### config.mk
export PLATFORM = sky130hd
export DESIGN_NAME = mac_pipe
export DESIGN_NICKNAME = d
export VERILOG_FILES = /design/src/rtl/mac_pipe.sv
export SDC_FILE = /design/constraint.sdc
export NUM_CORES = 1
export LEC_CHECK = 0
export BUFFER_PORTS_ARGS = -buffer_cell sky130_fd_sc_hd__buf_2
export CORE_ASPECT_RATIO = 1.5
export CORE_MARGIN = 1.5
export CORE_UTILIZATION = 62
export CTS_CLUSTER_SIZE = 16
export DETAILED_ROUTE_END_ITERATION = 6
export GPL_ROUTABILITY_DRIVEN = 0
export PLACE_DENSITY = 0.91
export REMOVE_ABC_BUFFERS = 1
export SLEW_MARGIN = 20
export SYNTH_ARGS = -nofsm -noshare
export SYNTH_HDL_FRONTEND = slang
export SYNTH_SLANG_ARGS = --single-unit
### constraint.sdc
create_clock -name clk -period 6 [get_ports clk]
set_input_delay 0.9 -clock clk [delete_from_list [all_inputs] [get_ports clk]]
set_output_delay 0.9 -clock clk [all_outputs]
set_load 0.05 [all_outputs]
### src/rtl/mac_pipe.sv
// Pipelined dot-product MAC: operands are registered, multiplied, then accumulated; the result is valid 3 cycles after the last pair.
// in_ready drops once VEC_LEN pairs are taken, and out_valid/y are held until the consumer asserts out_ready.
module mac_pipe #(
  parameter int DATA_W  = 8,
  parameter int ACC_W   = 20,
  parameter int VEC_LEN = 4,
  parameter int SIGNED  = 1
) (
  input  logic              clk,
  input  logic              rst,
  input  logic              start,
  input  logic              in_valid,
  output logic              in_ready,
  input  logic [DATA_W-1:0] a,
  input  logic [DATA_W-1:0] b,
  output logic              out_valid,
  input  logic              out_ready,
  output logic [ACC_W-1:0]  y,
  output logic              sat,
  output logic              busy
);

  localparam int PROD_W = 2 * DATA_W;
  localparam int CNT_W  = $clog2(VEC_LEN + 1);
  localparam logic [ACC_W-1:0] S_MAX = {1'b0, {(ACC_W-1){1'b1}}};
  localparam logic [ACC_W-1:0] S_MIN = {1'b1, {(ACC_W-1){1'b0}}};
  localparam logic [ACC_W-1:0] U_MAX = {ACC_W{1'b1}};

  typedef enum logic [1:0] {IDLE, RUN, DRAIN, DONE} state_t;

  state_t            state;
  logic [CNT_W-1:0]  cnt;
  logic [ACC_W-1:0]  acc;
  logic              s1_vld;
  logic              s2_vld;
  logic [DATA_W-1:0] s1_a;
  logic [DATA_W-1:0] s1_b;
  logic [PROD_W-1:0] prod;
  logic [PROD_W-1:0] prod_c;
  logic [ACC_W:0]    acc_x;
  logic [ACC_W:0]    prod_x;
  logic [ACC_W:0]    sum;
  logic [ACC_W-1:0]  acc_nxt;
  logic              ovf;
  logic              accept;
  logic              go;

  assign accept = in_valid && in_ready;
  assign go     = start && (state == IDLE || (state == DONE && out_ready));

  // Operands are extended to full product width so the low PROD_W bits are the exact product.
  generate
    if (SIGNED != 0) begin : g_signed
      assign prod_c = {{DATA_W{s1_a[DATA_W-1]}}, s1_a} * {{DATA_W{s1_b[DATA_W-1]}}, s1_b};
      assign prod_x = {{(ACC_W+1-PROD_W){prod[PROD_W-1]}}, prod};
      assign acc_x  = {acc[ACC_W-1], acc};
    end else begin : g_unsigned
      assign prod_c = {{DATA_W{1'b0}}, s1_a} * {{DATA_W{1'b0}}, s1_b};
      assign prod_x = {{(ACC_W+1-PROD_W){1'b0}}, prod};
      assign acc_x  = {1'b0, acc};
    end
  endgenerate

  assign sum = acc_x + prod_x;

  always_comb begin
    ovf     = 1'b0;
    acc_nxt = sum[ACC_W-1:0];
    if (SIGNED != 0) begin
      if (sum[ACC_W] != sum[ACC_W-1]) begin
        ovf     = 1'b1;
        acc_nxt = sum[ACC_W] ? S_MIN : S_MAX;
      end
    end else if (sum[ACC_W]) begin
      ovf     = 1'b1;
      acc_nxt = U_MAX;
    end
  end

  always_ff @(posedge clk) begin
    if (rst) begin
      s1_vld <= 1'b0;
      s2_vld <= 1'b0;
      s1_a   <= '0;
      s1_b   <= '0;
      prod   <= '0;
    end else begin
      s1_vld <= accept;
      s2_vld <= s1_vld;
      if (accept) begin
        s1_a <= a;
        s1_b <= b;
      end
      if (s1_vld) prod <= prod_c;
    end
  end

  always_ff @(posedge clk) begin
    if (rst) begin
      state     <= IDLE;
      cnt       <= '0;
      acc       <= '0;
      in_ready  <= 1'b0;
      out_valid <= 1'b0;
      y         <= '0;
      sat       <= 1'b0;
      busy      <= 1'b0;
    end else begin
      if (s2_vld) begin
        acc <= acc_nxt;
        if (ovf) sat <= 1'b1;
      end
      case (state)
        RUN: begin
          if (accept) begin
            cnt <= cnt + 1'b1;
            if (cnt == CNT_W'(VEC_LEN - 1)) begin
              in_ready <= 1'b0;
              state    <= DRAIN;
            end
          end
        end
        DRAIN: begin
          if (!s1_vld && !s2_vld) begin
            state     <= DONE;
            out_valid <= 1'b1;
            y         <= acc;
          end
        end
        DONE: begin
          if (out_ready) begin
            out_valid <= 1'b0;
            state     <= IDLE;
            busy      <= 1'b0;
          end
        end
        default: ;
      endcase
      // A new vector starts from IDLE, or straight out of DONE when the result is taken on the same edge.
      if (go) begin
        state    <= RUN;
        cnt      <= '0;
        acc      <= '0;
        sat      <= 1'b0;
        in_ready <= 1'b1;
        busy     <= 1'b1;
      end
    end
  end

endmodule

Word level (Yosys, flattened, before mapping) --
Index checks and enable logic that the tools add are counted.
Word-level totals: memory bits (writable) 0, bits in latches 0, logic and storage cells 73, memories kept 0, memory bits (read-only) 0, register bits 83, output and inout port bits 24, bits of input ports 21
Cells by class: magnitude comparators 0, shift-type cells 0, bitwise logic cells 0, mux-type cells 18, eq/ne operators 13, reduce and logical (&&, ||, !) cells 25, multipliers 1, div/mod/pow operators 0, add/subtract/negate cells 2
Operators by type and width (count):
- $mux 20 | 2
- $add 20x16->21 | 1
- $mul 8x8->16 | 1
- $ne 3x3->1 const B | 4
- $reduce_bool 2->1 | 6
- $mux 1 | 10
- $reduce_and 5->1 | 2
- $mux 2 | 4
- $ne 2x2->1 const B | 4
- $reduce_and 2->1 | 4
- $pmux 2 s3 | 1
- $reduce_and 3->1 | 2
- $eq 2x2->1 const B | 2
- $logic_and 1x1->1 | 4
- $reduce_bool 4->1 | 1
- $add 3x1->3 const B | 1
- $eq 3x2->1 const B | 1
- $reduce_bool 3->1 | 1
- $eq 2x1->1 const B | 1
- $logic_not 1->1 | 2
- $logic_not 2->1 | 1
- $pmux 1 s2 | 1
- $reduce_or 2->1 | 1
- $logic_or 1x1->1 | 1
- $ne 1x1->1 | 1

Logic depth before layout (Yosys ltp) --
word-level depth 6, depth in mapped cells 20, mapped depth without buffers 19

Worst setup path before layout --
OpenSTA, ideal clock, no wires.
kind reg2reg, start point register s1_b[4], end point register prod[14], setup time 122 ps, clock period less this slack 4758 ps, data required time 5878 ps, slack 1242 ps, path buffers 1, data arrival time 4636 ps, cell stages (with the launch flop) 20, path through dfxtp_1 clkbuf_1 and2_1 fa_1 inv_1 fa_1 inv_1 fa_1 inv_1 fa_1 inv_1 ha_1 o21ai_0 a21boi_0 o21ai_0 a21boi_0 o21ai_0 a21oi_1 mux2_2 a311o_1
On the way: word-level cells in the longest chain between the ends 1
Ends and longest elaborated chain:
- from (decl) | line 37 | logic [DATA_W-1:0] s1_b;
- from (signal assigned) | line 85 | s1_b <= '0;
- from (signal assigned) | line 92 | s1_b <= b;
- $mul 8x8->16 | line 54 | assign prod_c = {{DATA_W{s1_a[DATA_W-1]}}, s1_a} * {{DATA_W{s1_b[DATA_W-1]}}, s1_b};
- to (signal assigned) | line 94 | if (s1_vld) prod <= prod_c;
- to (decl) | line 38 | logic [PROD_W-1:0] prod;
No other way between the ends. A chain may end at the register's enable or synchronous reset.

Final worst setup path --
Same ends and word-level chain as after synthesis.

==> metrics.log <==
INFO  metric syn_avg_cell_area = 8.46 um^2
INFO  metric synth_enable_flop_cells = 0
INFO  metric period_share = 83.8%
INFO  metric fp-row-count = 46
INFO  metric synth-seq-cells = 83
INFO  metric antenna_violations_before_repair = 0
INFO  metric clkLatencyLatePin = 350 ps
INFO  metric synth.cells.most_frequent = sky130_fd_sc_hd__nand2_1, sky130_fd_sc_hd__inv_1, sky130_fd_sc_hd__a21oi_1, sky130_fd_sc_hd__dfxtp_1, sky130_fd_sc_hd__ha_1
INFO  metric timing.hold.worst.start = y[14]$_SDFFE_PP0P_
INFO  metric post_layout_nonfiller_instances = 957
INFO  metric critPathLaunchType = flip-flop
INFO  metric cap_viol_max_count = 0
INFO  metric finalWorstPathRequiredPeriod = 5030 ps
INFO  metric outcome = finished, final reports clean
INFO  metric synthesis.area = 6650 um^2
INFO  metric route.met3.wl = 443 um
INFO  metric route.detailed.vias_per_inst = 5.46
INFO  metric endpoint_kind = flip-flop
INFO  metric cts_num_sinks = 83
INFO  metric post_cts.repair.setup_buffers = 0
INFO  metric totalWireLength = 13.4 mm
INFO  metric synth_warnings = 0
INFO  metric r2r_path_end = prod[14]$_SDFFE_PP0P_
INFO  metric timing.final.setup_violations = 0
INFO  metric max_slew.worst_pin.slew = 914 ps
INFO  metric finalClockSkew = 12.6 ps
INFO  metric reg2reg_slack = 970 ps
INFO  metric share_of_flip_flops_with_an_asynchronous_set_or_reset = 0%
INFO  metric cts.path.max_buffers = 2
INFO  metric topRoutingLayerUsed = met4
INFO  metric instance_count_along_the_most_critical_hold_path = 2
INFO  metric r2r_start = s1_b[4]$_SDFFE_PP0P_
INFO  metric chipWidth = 87.5 um
INFO  metric min_to = y[14]$_SDFFE_PP0P_
INFO  metric vdd_ir_drop_max = 0.200 mV
INFO  metric drtAntennaViolNets = 0
INFO  metric post-dp-hpwl = 9.86 mm
INFO  metric cts_htree_levels = 3
INFO  metric synth.distinct_cells = 49
INFO  metric vias_in_the_first_global_route = 5007
INFO  metric antenna_cells = 0
INFO  metric timing.hold.worst.class = reg2reg
INFO  metric synth_top_cells_by_area = sky130_fd_sc_hd__dfxtp_1, sky130_fd_sc_hd__fa_1, sky130_fd_sc_hd__ha_1, sky130_fd_sc_hd__nand2_1, sky130_fd_sc_hd__a21oi_1
INFO  metric cts_tree = built
INFO  metric number_of_i_o_pins = 45
INFO  metric hold_buffers = 0
INFO  metric crit_path_cell_trace = and2_1 -> fa_1 -> inv_1 -> fa_1 -> inv_1 -> fa_1 -> inv_1 -> fa_1 -> inv_1 -> ha_1 -> o21ai_0 -> a21boi_0 -> o21ai_0 -> a21boi_0 -> o21ai_0 -> a21oi_1 -> mux2_2 -> a311o_1
INFO  metric synth_most_common_cell = sky130_fd_sc_hd__nand2_1
INFO  metric global_route_usage_over_all_layers = 25.0%
INFO  metric route.met2.wl = 7.31 mm
INFO  metric areaGrowthSynthToFinish = 8.75%
INFO  metric die-height = 130 um
INFO  metric routedWlPerCell = 14.0 um
INFO  metric dpl.cell_count = 941
INFO  metric cellPowerDensity = 191 nW/um^2
INFO  metric drt-met1-wl = 5.21 mm
INFO  metric drt_first_pass_iters = 5
INFO  metric clkTransAtPathRegs = 60 ps
INFO  metric 1st_iter_drt_viols = 233
INFO  metric buffer_type_at_the_clock_tree_root = sky130_fd_sc_hd__clkbuf_16
INFO  metric cts-resized-gates = 0
INFO  metric setup_total_negative_slack = 0 ps
INFO  metric layout-drive-gt1-share = 9.47%
INFO  metric fmax = 199 MHz
INFO  metric power.leakage = 3.14 nW
INFO  metric num-nets-final = 942
INFO  metric design.core.area = 10500 um^2
INFO  metric slowest_stage = sky130_fd_sc_hd__fa_1
INFO  metric postSynthCellCount = 786
INFO  metric slowest_delay = 540 ps
INFO  metric timing.setup.critical_path_class = reg2reg
INFO  metric library_cell_occupying_the_most_area_in_the_post_synthesis_netlist = sky130_fd_sc_hd__dfxtp_1
INFO  metric detail_route.drc_violations = 0
INFO  metric most_used_flip_flop_cell_after_synthesis = sky130_fd_sc_hd__dfxtp_1
INFO  metric port-buffer-count = 44
INFO  metric timing.critical_path.required = 6230 ps
INFO  metric r2r_cells = 18
INFO  metric yosysTopAreaCellShare = 25.0%
INFO  metric slew_headroom = 39.0%
INFO  metric vias = 5229
INFO  metric die_area = 11400 um^2
INFO  metric final_hold_viol_count = 0
INFO  metric worst_path_max_fanout = 9
INFO  metric grt_max_degree = 62
INFO  metric fin_util = 68.6%
INFO  metric worst-endpoint-arrival = 5250 ps
INFO  metric total_gr_overflow = 0
INFO  metric tritoncts.num_buffers = 9
INFO  metric finalMaxSlewViolations = 0
INFO  metric start_util = 63.1%
INFO  metric buffers_inverters_on_critical_path = 4
INFO  metric synth_seq_area_share = 25.0%
INFO  metric timing.critical_path.max_delay_family = adder cells
INFO  metric global_route_wire_length_before_repair = 22.4 mm
INFO  metric grt_setup_unrepaired = false
per-stage QoR:
step	worst slack [ps]	instance area, um^2	hold WS (ps)	total power, mW
6_report	972	7230	448	1.38
5_1_grt	722	7230	466	1.44
4_1_cts	969	7220	452	1.39
3_5_place_dp	1030	6910	443	0.815
3_3_place_gp	1120	6910	438	0.806
2_1_floorplan	1330	6480	430	0.754
worst max path at each step:
stage	from	end	slack, ps	depth (start not counted)
2_1_floorplan	s1_b[7]$_SDFFE_PP0P_	prod[14]$_SDFFE_PP0P_	1330	17
3_3_place_gp	s1_b[7]$_SDFFE_PP0P_	prod[14]$_SDFFE_PP0P_	1120	17
3_5_place_dp	s1_b[7]$_SDFFE_PP0P_	prod[14]$_SDFFE_PP0P_	1030	17
4_1_cts	s1_b[4]$_SDFFE_PP0P_	prod[14]$_SDFFE_PP0P_	970	18
5_1_grt	s1_a[2]$_SDFFE_PP0P_	prod[14]$_SDFFE_PP0P_	720	18
6_report	s1_b[4]$_SDFFE_PP0P_	prod[14]$_SDFFE_PP0P_	970	18
worst reg2reg max path, cell delays in order, from the launching register on:
cell	delay, ps
sky130_fd_sc_hd__dfxtp_1	400
sky130_fd_sc_hd__and2_1	220
sky130_fd_sc_hd__fa_1	530
sky130_fd_sc_hd__inv_1	50
sky130_fd_sc_hd__fa_1	470
sky130_fd_sc_hd__inv_1	50
sky130_fd_sc_hd__fa_1	530
sky130_fd_sc_hd__inv_1	60
sky130_fd_sc_hd__fa_1	550
sky130_fd_sc_hd__inv_1	50
sky130_fd_sc_hd__ha_1	310
sky130_fd_sc_hd__o21ai_0	110
sky130_fd_sc_hd__a21boi_0	240
sky130_fd_sc_hd__o21ai_0	130
sky130_fd_sc_hd__a21boi_0	250
sky130_fd_sc_hd__o21ai_0	150
sky130_fd_sc_hd__a21oi_1	160
sky130_fd_sc_hd__mux2_2	350
sky130_fd_sc_hd__a311o_1	310
kinds of logic (layout without fill, tap and decap cells):
| group | count (synthesis) | count (layout) | synth area share, % |
|---|---|---|---|
| AO/OA/AOI/OAI | 160 | 160 | 14.2 |
| buffers and inverters | 127 | 154 | 7.62 |
| multiplexers | 14 | 14 | 2.32 |
| flip-flops | 83 | 83 | 25.0 |
| adder cells (fa/ha/maj) | 131 | 131 | 30.4 |
| AND/OR/NAND/NOR | 240 | 240 | 16.4 |
| XOR/XNOR | 31 | 31 | 4.09 |
per-layer routing:
| layer | track usage [%] | vias up |
|---|---|---|
| met5 | 0 | - |
| met4 | 10.2 | 0 |
| met3 | 4.30 | 38 |
| met2 | 46.9 | 126 |
| met1 | 27.4 | 2455 |
| li1 | - | 2610 |
layout make-up:
class / instances / area [um^2]
inverters: 92 / 345
repair buffers: 46 / 235
well taps: 144 / 180
flip-flops and latches: 83 / 1660
fillers: 825 / 3300
clock inverters: 6 / 70.1
clock buffers: 10 / 239
multi-input cells: 576 / 4500
where the power goes:
group	leakage [nW]	switching, mW	internal, mW	total, mW
clock network	0.154	0.234	0.338	0.572
logic	2.32	0.135	0.0759	0.211
registers	0.671	0.0260	0.569	0.595
total	3.14	0.395	0.983	1.38
flip-flops by register name, summed over array words and instances, names as in the netlist:
signal	flops
y	20
cnt	3
acc	20
out_valid	1
s1_b	8
in_ready	1
busy	1
s1_a	8
s1_vld	1
s2_vld	1
sat	1
state	2
prod	16
cells in the final DEF, fill, tap and decap left out, types with 3 or more instances in the layout:
cell type                     n
sky130_fd_sc_hd__nand2_1    114
sky130_fd_sc_hd__inv_1       91
sky130_fd_sc_hd__a21oi_1     83
sky130_fd_sc_hd__dfxtp_1     83
sky130_fd_sc_hd__ha_1        57
sky130_fd_sc_hd__fa_1        56
sky130_fd_sc_hd__nor2_1      44
sky130_fd_sc_hd__buf_2       44
sky130_fd_sc_hd__and2_1      38
sky130_fd_sc_hd__o21ai_0     35
sky130_fd_sc_hd__xor2_1      15
sky130_fd_sc_hd__xnor2_1     15
sky130_fd_sc_hd__maj3_1      15
sky130_fd_sc_hd__mux2i_1     12
sky130_fd_sc_hd__nor3_1       9
sky130_fd_sc_hd__clkbuf_16    9
sky130_fd_sc_hd__nand2b_1     8
sky130_fd_sc_hd__nor2b_1      8
sky130_fd_sc_hd__a21o_1       7
sky130_fd_sc_hd__nand3_1      7
sky130_fd_sc_hd__a211oi_1     6
sky130_fd_sc_hd__and3_1       5
sky130_fd_sc_hd__o31ai_1      5
sky130_fd_sc_hd__o21a_1       4
sky130_fd_sc_hd__maj3_2       3
sky130_fd_sc_hd__inv_6        3
(Power assumes the default switching activity.)
